==> config.mk <==
export PLATFORM = sky130hd
export DESIGN_NAME = sm_stim_driver_flat
export DESIGN_NICKNAME = d
export VERILOG_FILES = /design/src/rtl/sm_stim_driver_if.sv /design/src/rtl/sm_stim_driver.sv /design/src/flat_wrapper.sv
export SDC_FILE = /design/constraint.sdc
export NUM_CORES = 1
export LEC_CHECK = 0
export ABC_AREA = 1
export CELL_PAD_IN_SITES_DETAIL_PLACEMENT = 2
export CELL_PAD_IN_SITES_GLOBAL_PLACEMENT = 2
export CORE_MARGIN = 2
export CORE_UTILIZATION = 34
export CTS_BUF_LIST = sky130_fd_sc_hd__clkbuf_8
export DETAILED_ROUTE_END_ITERATION = 8
export PLACE_DENSITY_LB_ADDON = 0.05
export SYNTH_ARGS = -nofsm -noshare
export SYNTH_HDL_FRONTEND = slang
export SYNTH_SLANG_ARGS = --single-unit
==> constraint.sdc <==
create_clock -name clk -period 2.6 [get_ports clk]
set_input_delay 0.26 -clock clk [delete_from_list [all_inputs] [get_ports clk]]
set_output_delay 0.26 -clock clk [all_outputs]
set_load 0.05 [all_outputs]
==> src/rtl/sm_stim_driver_if.sv <==
// Handshake bundle between the stimulus driver and its environment.
// Carries the request/delay inputs, the peer acknowledges, the peer drives and status.
interface sm_stim_driver_if #(
  parameter int DLY_W = 8,
  parameter int CNT_W = 8
);
  logic             start_i;
  logic [DLY_W-1:0] dly_i;
  logic             y1_i;
  logic             y2_i;
  logic             a_o;
  logic             b_o;
  logic             c_o;
  logic             busy_o;
  logic             done_o;
  logic             err_o;
  logic [CNT_W-1:0] cnt_o;

  modport master (
    input  start_i, dly_i, y1_i, y2_i,
    output a_o, b_o, c_o, busy_o, done_o, err_o, cnt_o
  );

  modport slave (
    output start_i, dly_i, y1_i, y2_i,
    input  a_o, b_o, c_o, busy_o, done_o, err_o, cnt_o
  );
endinterface

==> src/rtl/sm_stim_driver.sv <==
// Initiator for the 3-in/2-out Moore handshake: one S0..S3 cycle per accepted start.
// Outputs are registered from the next-state decode; start_i is ignored while busy.
module sm_stim_driver #(
  parameter int DLY_W = 8,
  parameter int TMO   = 16,
  parameter int CNT_W = 8
) (
  input  logic               clk,
  input  logic               rstn,
  sm_stim_driver_if.master   bus
);

  // One wait counter serves the timed phases and the arm delay, so it must hold both.
  localparam int WC_W = (DLY_W > 8) ? DLY_W : 8;
  localparam logic [WC_W-1:0] TMO_LAST = WC_W'(TMO - 1);

  typedef enum logic [2:0] {
    IDLE = 3'd0,
    REQ  = 3'd1,
    DLY  = 3'd2,
    ARM  = 3'd3,
    REL  = 3'd4,
    DONE = 3'd5,
    ERR  = 3'd6
  } st_t;

  st_t              st, nxt;
  logic [WC_W-1:0]  wcnt, wcnt_nxt;
  logic [WC_W-1:0]  dly_last;
  logic [DLY_W-1:0] dly_q;
  logic [CNT_W-1:0] cnt_q;
  logic             a_q, b_q, c_q, busy_q, done_q, err_q;

  assign dly_last = WC_W'(dly_q) - WC_W'(1);

  always_comb begin
    nxt      = st;
    wcnt_nxt = wcnt + WC_W'(1);
    case (st)
      IDLE: begin
        if (bus.start_i) nxt = REQ;
      end
      REQ: begin
        // An ack that lands on the expiry cycle still counts as success.
        if (bus.y1_i)            nxt = (dly_q != '0) ? DLY : ARM;
        else if (wcnt == TMO_LAST) nxt = ERR;
      end
      DLY: begin
        if (wcnt == dly_last) nxt = ARM;
      end
      ARM: begin
        if (bus.y2_i)            nxt = REL;
        else if (wcnt == TMO_LAST) nxt = ERR;
      end
      REL: begin
        if (!bus.y1_i)           nxt = DONE;
        else if (wcnt == TMO_LAST) nxt = ERR;
      end
      DONE:    nxt = IDLE;
      ERR:     nxt = IDLE;
      default: nxt = IDLE;
    endcase
    if (nxt != st || st == IDLE) wcnt_nxt = '0;
  end

  always_ff @(posedge clk or negedge rstn) begin
    if (!rstn) begin
      st     <= IDLE;
      wcnt   <= '0;
      dly_q  <= '0;
      cnt_q  <= '0;
      a_q    <= 1'b0;
      b_q    <= 1'b0;
      c_q    <= 1'b0;
      busy_q <= 1'b0;
      done_q <= 1'b0;
      err_q  <= 1'b0;
    end else begin
      st     <= nxt;
      wcnt   <= wcnt_nxt;
      if (st == IDLE && bus.start_i) dly_q <= bus.dly_i;
      if (nxt == DONE) cnt_q <= cnt_q + CNT_W'(1);
      a_q    <= (nxt == REQ);
      b_q    <= (nxt == ARM);
      c_q    <= (nxt == ARM);
      busy_q <= (nxt != IDLE);
      done_q <= (nxt == DONE);
      err_q  <= (nxt == ERR);
    end
  end

  assign bus.a_o    = a_q;
  assign bus.b_o    = b_q;
  assign bus.c_o    = c_q;
  assign bus.busy_o = busy_q;
  assign bus.done_o = done_q;
  assign bus.err_o  = err_q;
  assign bus.cnt_o  = cnt_q;

endmodule

==> src/flat_wrapper.sv <==
// flat-port wrapper written by rule: the top's interface ports become plain ports
module sm_stim_driver_flat 
#(
  parameter int DLY_W = 8,
  parameter int TMO   = 16,
  parameter int CNT_W = 8
)
  (clk, rstn, bus_start_i, bus_dly_i, bus_y1_i, bus_y2_i, bus_a_o, bus_b_o, bus_c_o, bus_busy_o, bus_done_o, bus_err_o, bus_cnt_o);
  sm_stim_driver_if #(.DLY_W(DLY_W), .CNT_W(CNT_W)) bus_i ();
  input  logic clk;
  input  logic rstn;
  input wire logic [$bits(bus_i.start_i)-1:0] bus_start_i;
  input wire logic [$bits(bus_i.dly_i)-1:0] bus_dly_i;
  input wire logic [$bits(bus_i.y1_i)-1:0] bus_y1_i;
  input wire logic [$bits(bus_i.y2_i)-1:0] bus_y2_i;
  output wire logic [$bits(bus_i.a_o)-1:0] bus_a_o;
  output wire logic [$bits(bus_i.b_o)-1:0] bus_b_o;
  output wire logic [$bits(bus_i.c_o)-1:0] bus_c_o;
  output wire logic [$bits(bus_i.busy_o)-1:0] bus_busy_o;
  output wire logic [$bits(bus_i.done_o)-1:0] bus_done_o;
  output wire logic [$bits(bus_i.err_o)-1:0] bus_err_o;
  output wire logic [$bits(bus_i.cnt_o)-1:0] bus_cnt_o;
  assign bus_i.start_i = bus_start_i;
  assign bus_i.dly_i = bus_dly_i;
  assign bus_i.y1_i = bus_y1_i;
  assign bus_i.y2_i = bus_y2_i;
  assign bus_a_o = bus_i.a_o;
  assign bus_b_o = bus_i.b_o;
  assign bus_c_o = bus_i.c_o;
  assign bus_busy_o = bus_i.busy_o;
  assign bus_done_o = bus_i.done_o;
  assign bus_err_o = bus_i.err_o;
  assign bus_cnt_o = bus_i.cnt_o;
  sm_stim_driver #(.DLY_W(DLY_W), .TMO(TMO), .CNT_W(CNT_W)) u_core (.clk(clk), .rstn(rstn), .bus(bus_i));
endmodule
==> impl_metrics.yaml <==
status:
  outcome: "complete, no violations"
global_route:
  via_count_of_the_first_global_routing_pass: 1790
  total_grt_overflow: 0
  grt_antenna_before_repair: 0
  grt_start_max_net_pins: 33
  track_usage_pct: 19.4
  grt_first_pass_wirelength_mm: 8.76
clocking:
  numCtsBuffers: 5
  cts_tree: "done"
  post_cts_resized: 0
  ctsLongestPathBuffers: 2
  cts.reportedPaths.clkPinSlew_ns: 0.08
  cts-htree-levels: 2
  clock-root-buffer: "clkbuf_8"
  postCtsHoldBufs: 0
  clock_sink_count: 32
  cts_post_setup_buffers_inserted: 0
  clock_insertion_delay_worst_skew_ns: 0.30
layout:
  layout-drive-gt1-share_pct: 7.38
  flow.area_growth_from_synthesis_pct: 25.1
  finish.net_count: 287
  fillCellCount: 589
  multi_input_comb_area_um2: 858
  seqCellArea_um2: 801
  antenna_cells_inserted: 0
  finish.utilization_pct: 44.3
synthesis:
  synthMostInstantiatedCell: "nand2_1"
  async_reset_ff_share_pct: 100
  synth-seq-cells: 32
  synth_top_area_cell: "dfrtp_1"
  post_synth_inst_count: 238
  synth_enable_flop_cells: 0
  synth_top_cells_by_area: "dfrtp_1 44%, nand2_1 13%, nor2_1 7.9%, inv_1 7.0%, nand3_1 5.0%"
  syn_area_per_cell_um2: 7.61
  synth_flop_cell: "dfrtp_1"
  yosys_warnings: 0
  netlist.area_leader.share_pct: 44.2
  mappedNetlistArea_um2: 1810
  number_of_nets_in_the_synthesized_netlist: 255
  netlist_top_cells_count: "65 x nand2_1, 38 x nor2_1, 34 x inv_1, 32 x dfrtp_1, 18 x nand3_1"
  register_area_share_after_synthesis_pct: 44.2
  yosysUniqueCellTypes: 21
detailed_routing:
  route.vias.total: 1589
  dr.first_iter.drc_count: 69
  routed_wire_length_per_instance_um: 14.7
  antenna_violating_nets_post_route: 0
  remaining_drc_errors: 0
  drt_wl_total_mm: 5.01
  drt_pre_antenna_iters: 4
  post_drt_via_cell_ratio: 4.66
power:
  p_leak_nw: 1.15
  power_report.internal_total_w: 0.00122
  p_sw_share_pct: 43.1
  share_comb_of_total_power_pct: 42.2
  switchingPower_w: 0.000920
  power.density_nw_per_um2: 943
  power.ir.vdd_worst_mv: 0.439
  clockPowerShare_pct: 22.8
  seq_power_share_pct: 35.0
hold_path:
  hp-class: "in2async"
worst_setup_path:
  critical_path_required_ns: 2.83
  cp_max_fo: 8
  path_class: "reg2reg"
  r2r_slack_ns: 0.72
  setup.worst_path.end_class: "register"
  startpoint_class: "register"
  worst-endpoint-arrival_ns: 2.11
sta:
  slew_headroom_pct: 66.6
  max_slew.worst_pin.slew_ns: 0.499
  rsz0062_at_grt: "false"
  final_period_minus_worst_setup_slack_ns: 1.88
  setup_violations: 0
  slew_violations: 0
  period_share_pct: 72.4
  finClkSkew_ns: 0.00871
  fmaxAchievable_ghz: 0.531
  final-hold-violation-count: 0
  fin_setup_tns_ns: 0
  final.hold.worst_slack_ns: 0.359
floorplanning:
  chipHeight_um: 77.0
  initial_utilization_pct: 35.4
  die_x_um: 77.0
  io-pin-count: 27
  floorplan.rows: 26
  design.die.area_um2: 5920
  placeableCoreArea_um2: 5110
place:
  place.gp.congestion: 0.783
  numPortBuffers: 26
  detailedPlacementHpwl_mm: 3.87
job:
  max_cap_violations: 0
[stage by stage]
step,instances,cell area (um^2),power (W),setup slack (ns)
CTS,341,2260,0.00218,0.685
floorplan,238,1810,0.00138,1.03
global route,341,2260,0.00232,0.399
global placement,333,2160,0.00164,0.747
finish,341,2260,0.00214,0.718
detailed placement,333,2160,0.00167,0.701
[layout by cell type (no fill, tap or decap)]
| cell type | netlist | layout |
|---|---|---|
| nand3b_1 | 1 | 1 |
| nand3_4 | 1 | 1 |
| nand3_1 | 18 | 18 |
| mux2_2 | 3 | 3 |
| buf_4 | 1 | 2 |
| nor3_1 | 4 | 4 |
| nand4_1 | 2 | 2 |
| clkdlybuf4s50_1 | 0 | 26 |
| nand2_2 | 2 | 2 |
| nand3_2 | 3 | 3 |
| clkbuf_8 | 0 | 5 |
| bufinv_16 | 0 | 1 |
| xor2_1 | 9 | 9 |
| nand2_1 | 65 | 65 |
| clkinv_2 | 0 | 1 |
| ha_1 | 4 | 4 |
| inv_1 | 34 | 35 |
| a21oi_1 | 5 | 5 |
| xnor2_1 | 9 | 9 |
| dfrtp_1 | 32 | 32 |
| nor2_1 | 38 | 38 |
| o21ai_0 | 3 | 3 |
| inv_2 | 2 | 2 |
[final timing paths]
path / cells after the start / from / to
max: 12 / u_core.dly_q[0] / u_core.wcnt[4]
min: 2 / rstn / u_core.st[0]
max reg2reg: 12 / u_core.dly_q[0] / u_core.wcnt[4]
min reg2reg: 1 / u_core.bus.cnt_o[7] / u_core.bus.cnt_o[7]
max in group asynchronous: 2 / rstn / u_core.dly_q[5]
min in group clk: 1 / u_core.bus.cnt_o[7] / u_core.bus.cnt_o[7]
[worst max-delay path: stages (launching register included)]
cell	delay [ns]
dfrtp_1	0.39
inv_1	0.15
ha_1	0.28
nand2_1	0.11
nor2_1	0.12
nand2_1	0.06
nand2_1	0.06
nand2_1	0.05
nor2_1	0.08
nand3_1	0.13
nand3_1	0.14
nand3_4	0.13
nor2_1	0.11
[routing by layer]
metal	global-route usage [%]	part of all wire, %
met5	0	0
met4	8.57	1.9
met3	3.88	2.6
met2	33.7	51
met1	23.3	44
[cells by family (layout without fill, tap and decap cells)]
kind of cell             Yosys count  after routing  share of synthesized area, %
buffers and inverters             39             72                          8.36
flip-flops                        32             32                          44.2
multiplexers                       3              3                          1.87
AND/OR/NAND/NOR                  134            134                          31.9
adder cells (fa/ha/maj)            4              4                          2.76
AO/OA/AOI/OAI                      8              8                          2.21
XOR/XNOR                          18             18                          8.71
[power groups by stage]
stage	sequential [W]	combinational [W]	clock [W]
2_1_floorplan	0.000803	0.000573	0
3_3_place_gp	0.000752	0.000890	0
3_5_place_dp	0.000755	0.000914	0
4_1_cts	0.000750	0.000923	0.000506
5_1_grt	0.000770	0.00103	0.000523
6_report	0.000748	0.000901	0.000488
[state kept, by name, indices dropped and copies added, names as in the netlist]
name               cells
u_core.bus.a_o         1
u_core.bus.b_o         1
u_core.bus.busy_o      1
u_core.bus.cnt_o       8
u_core.bus.done_o      1
u_core.bus.err_o       1
u_core.dly_q           8
u_core.st              3
u_core.wcnt            8
[final cells by class]
| class | instances | share of cell area [%] |
|---|---|---|
| timing repair buffer | 28 | 12.2 |
| tap | 70 | 3.87 |
| clock inverter | 3 | 1.71 |
| inverter | 36 | 5.97 |
| multi-input combinational | 167 | 37.9 |
| sequential | 32 | 35.4 |
| clock buffer | 5 | 3.04 |
Note: power is estimated with default switching activity, not from simulation.
==> variant 1 (same settings) <==
`DLY_W` is set to 8 in 3 places; all go to 12.
--- a/src/rtl/sm_stim_driver_if.sv
+++ b/src/rtl/sm_stim_driver_if.sv
@@ -1,7 +1,7 @@
 // Handshake bundle between the stimulus driver and its environment.
 // Carries the request/delay inputs, the peer acknowledges, the peer drives and status.
 interface sm_stim_driver_if #(
-  parameter int DLY_W = 8,
+  parameter int DLY_W = 12,
   parameter int CNT_W = 8
 );
   logic             start_i;
--- a/src/rtl/sm_stim_driver.sv
+++ b/src/rtl/sm_stim_driver.sv
@@ -1,7 +1,7 @@
 // Initiator for the 3-in/2-out Moore handshake: one S0..S3 cycle per accepted start.
 // Outputs are registered from the next-state decode; start_i is ignored while busy.
 module sm_stim_driver #(
-  parameter int DLY_W = 8,
+  parameter int DLY_W = 12,
   parameter int TMO   = 16,
   parameter int CNT_W = 8
 ) (
--- a/src/flat_wrapper.sv
+++ b/src/flat_wrapper.sv
@@ -1,7 +1,7 @@
 // flat-port wrapper written by rule: the top's interface ports become plain ports
 module sm_stim_driver_flat 
 #(
-  parameter int DLY_W = 8,
+  parameter int DLY_W = 12,
   parameter int TMO   = 16,
   parameter int CNT_W = 8
 )
Interface: changed (resized bus_dly_i); port bits go from 27 to 31. No check against the original RTL was run, so the function may have changed too.
==> variant 1 against the original RTL <==
- hold slack lost 0.25 ns
- largest power group unchanged
- wire length grew 31%
- sequential cell count up 8
- critical path depth increased by 1
- setup slack worse by 0.35 ns
- power is 24% higher
- first-iteration DRC count is 36% lower
- combinational power is 35% higher
- core utilization shrank 2.7 points
- area after synthesis increased by 29%
- final area up 24%
==> variant 1: results (changes against the original RTL) <==
[status]
status = completed

[placed_design]
dp_hpwl_um = 5030  ; +30%
portBuffers = 30  ; +15%
gp_congestion = 0.768  ; -1.9%

[detailed_routing]
wl_met1_um = 3000  ; +36%
wire_per_inst_um = 15.7  ; +6.8%
vias_per_cell = 4.88  ; +4.8%
drtIter0Drc = 44  ; -36%

[timing]
holdWs_ns = 0.107  ; -0.252 ns

[final_layout]
signal_buffers = 31  ; +11%
n_clock_buffer = 6  ; +1
n_fill_cell = 788  ; +34%
bufAreaShareNonClock_pct = 10.8  ; -1.3 points
multi_input_area_share_pct = 40.5  ; +2.6 points
seq_share_pct = 35.8  ; +0.40 points

[setup_path]
worst_r2r_endpoint = u_core.wcnt[11]
crit_arrival_ns = 2.41  ; +0.30 ns
ff2ff_path_depth = 13  ; +1
ff2ff_setup_slack_ns = 0.37  ; -0.35 ns

[power]
ir_drop_v = 0.000485  ; +10%
power_frac_clock_pct = 17.0  ; -5.8 points
intPower_uw = 1400  ; +15%
power.leakage_uw = 0.00130  ; +14%

[global_route]
grt_pass1_vias = 2277  ; +27%

[synthesis]
netlist_top_cells_area = dfrtp_1 (43%), nand2_1 (10%), inv_1 (6.8%), nor2_1 (6.0%), nand3_1 (4.9%)

==> variant 1: how the worst max path moves through the flow <==
stage                         start              end  slack (ns)  cells after the start
finish              u_core.dly_q[0]  u_core.wcnt[11]        0.37                     13
global route        u_core.dly_q[0]  u_core.wcnt[11]        0.12                     13
CTS                 u_core.dly_q[0]  u_core.wcnt[11]        0.33                     13
detailed placement  u_core.dly_q[0]  u_core.wcnt[11]        0.37                     13
global placement    u_core.dly_q[0]   u_core.wcnt[0]        0.52                     13
floorplan           u_core.dly_q[0]   u_core.wcnt[6]        0.77                     14
==> variant 1: per-stage QoR <==
| stage | cells | total power, uW | util (%) | area [sq um] | setup WS (ns) |
|---|---|---|---|---|---|
| 2_1_floorplan | 302 | 1850 | - | 2330 | 0.774 |
| 3_3_place_gp | 409 | 2180 | 40.3 | 2710 | 0.521 |
| 3_5_place_dp | 409 | 2230 | 40.3 | 2710 | 0.372 |
| 4_1_cts | 417 | 2700 | 41.7 | 2800 | 0.332 |
| 5_1_grt | 417 | 2870 | 41.7 | 2800 | 0.124 |
| 6_report | 417 | 2640 | 41.7 | 2800 | 0.366 |
==> variant 1: worst max-delay path, stage by stage, from the launching register on <==
cell and delay, ns:
dfrtp_1 0.41, inv_1 0.18, ha_1 0.26, nand2_2 0.12, nor2_4 0.15, nand3_1 0.09, nand2_1 0.08, inv_1 0.04
nor3_2 0.16, nand2_1 0.08, nand2_2 0.08, nand2_2 0.06, nand2_2 0.29, nor2_1 0.10
==> variant 1: cell families after synthesis <==
group | share of synthesized area [%]
compound gates | 5.05
xor+xnor | 7.15
buf+inv | 8.38
fa+ha+maj | 1.61
mux | 1.45
flops | 43.0
simple gates | 33.4
==> variant 2 (same flow settings) <==
Without the edit above. Encoding of `st_t`: now one-hot (7 bits for 7 values).
--- a/src/rtl/sm_stim_driver.sv
+++ b/src/rtl/sm_stim_driver.sv
@@ -14,14 +14,14 @@
   localparam int WC_W = (DLY_W > 8) ? DLY_W : 8;
   localparam logic [WC_W-1:0] TMO_LAST = WC_W'(TMO - 1);
 
-  typedef enum logic [2:0] {
-    IDLE = 3'd0,
-    REQ  = 3'd1,
-    DLY  = 3'd2,
-    ARM  = 3'd3,
-    REL  = 3'd4,
-    DONE = 3'd5,
-    ERR  = 3'd6
+  typedef enum logic [6:0] {
+    IDLE = 7'b0000001,
+    REQ  = 7'b0000010,
+    DLY  = 7'b0000100,
+    ARM  = 7'b0001000,
+    REL  = 7'b0010000,
+    DONE = 7'b0100000,
+    ERR  = 7'b1000000
   } st_t;
 
   st_t              st, nxt;
Check against the original RTL: same outputs for any inputs over 10 cycles, from zero or initial values and one cycle with rstn low; not proved beyond that.
==> variant 2 against the original RTL <==
- setup slack better by 0.058 ns
- largest cell class is now sequential cells
- critical endpoint is now bus_cnt_o[0]
- area after synthesis is 7.9% higher
- power is 15% lower
- largest power group is now sequential cells
- wire length is 0.60% higher
- sequential power is 2% higher
- cell count is 3.2% lower
- final area is 4.8% higher
- sequential cell count is 4 higher
- die area is 7.5% higher
==> variant 2: results (changes against the original RTL) <==
[setup_path]
ff2ff_path_depth = 11  ; -1
crit_slowest_cell = clkdlybuf4s50_1
cp-startpoint = u_core.bus.cnt_o[0]
crit_arrival_ns = 1.56  ; -0.55 ns
cp_top_family = buffers and inverters
cp_max_fo = 5  ; -3

[power]
ir_drop_v = 0.000502  ; +14%
power.leakage_uw = 0.00110  ; -3.7%

[synthesis]
synthTopCellsByCount = nand2_1 (44), dfrtp_1 (35), inv_1 (34)
synth_fp_nets = 246  ; -3.5%
ys_seq_area_share_pct = 46.2  ; +2.0 points
netlist_top_cells_area = dfrtp_1 (45%), nand2_1 (8.5%), inv_1 (6.5%), xor2_1 (4.0%), nor2_1 (3.8%)
post_synth_num_cell_types = 33  ; +57%

[status]
status = completed

[final_layout]
fin_nets = 275  ; -4.2%
n_fill_cell = 631  ; +7.1%
drive_above_1_share_pct = 14.3  ; +7.0 points

[cts]
clkLatencyLatePin_ns = 0.28  ; -0.02 ns

[detailed_routing]
vias_per_cell = 4.86  ; +4.3%
drtIter0Drc = 37  ; -46%

[timing]
final.setup_skew_ns = 0.00498  ; -0.00373 ns
holdWs_ns = 0.0656  ; -0.294 ns

[placed_design]
gp_congestion = 0.738  ; -5.8%
dp_hpwl_um = 4010  ; +3.5%

[global_route]
grt_pass1_vias = 1869  ; +4.4%
grt_max_degree = 37  ; +12%
groute.usage.overall_pct = 18.1  ; -1.3 points
grt_pass1_wl_um = 8910  ; +1.7%

-- variant 2: logic make-up (layout without fill, tap and decap cells) --
| kind of cell | Yosys count | in the layout | synth area share (%) |
|---|---|---|---|
| AO/OA/AOI/OAI | 26 | 26 | 8.58 |
| XOR/XNOR | 15 | 15 | 6.73 |
| adder cells (fa/ha/maj) | 4 | 4 | 2.56 |
| buffers and inverters | 41 | 70 | 8.26 |
| flip-flops | 36 | 36 | 46.2 |
| multiplexers | 3 | 3 | 1.73 |
| AND/OR/NAND/NOR | 104 | 104 | 25.9 |
-- variant 2: where the power goes --
| part | leakage, uW | internal (uW) | total, uW | switching (uW) |
|---|---|---|---|---|
| combinational | 0.000593 | 218 | 621 | 404 |
| sequential | 0.000460 | 664 | 766 | 102 |
| clock | 0.0000503 | 236 | 430 | 194 |
-- variant 2: per-layer routing --
layer / global-route usage, % / wire length, um
met5: 0 / 0
met4: 5.42 / 93
met3: 3.39 / 107
met2: 32.9 / 2630
met1: 21.6 / 2200
-- variant 2: worst max-delay path by stage --
stage	end	cells after the start
after floorplan	u_core.st[2]	10
after global placement	u_core.bus.b_o	5
final	bus_cnt_o[0]	1
after global routing	u_core.wcnt[4]	11
after CTS	u_core.wcnt[4]	11
after detailed placement	u_core.bus.b_o	5
-- variant 2: stage by stage --
step	util (%)	total power, uW	cells	setup slack (ns)	instance area [sq um]
6_report	42.8	1820	330	0.776	2370
5_1_grt	42.8	1960	330	0.517	2370
4_1_cts	42.8	1850	330	0.729	2370
3_5_place_dp	41.1	1420	323	0.552	2280
3_3_place_gp	41.1	1390	323	0.582	2280
2_1_floorplan	-	1210	229	1.03	1950
-- variant 2: final cells by class --
type	count	area, sq um	share of cell area [%]
clock buffers	7	96.3	4.06
inverters	37	139	5.85
multi-input cells	152	890	37.5
flip-flops and latches	36	902	38.0
well taps	72	90.1	3.80
repair buffers	26	255	10.8
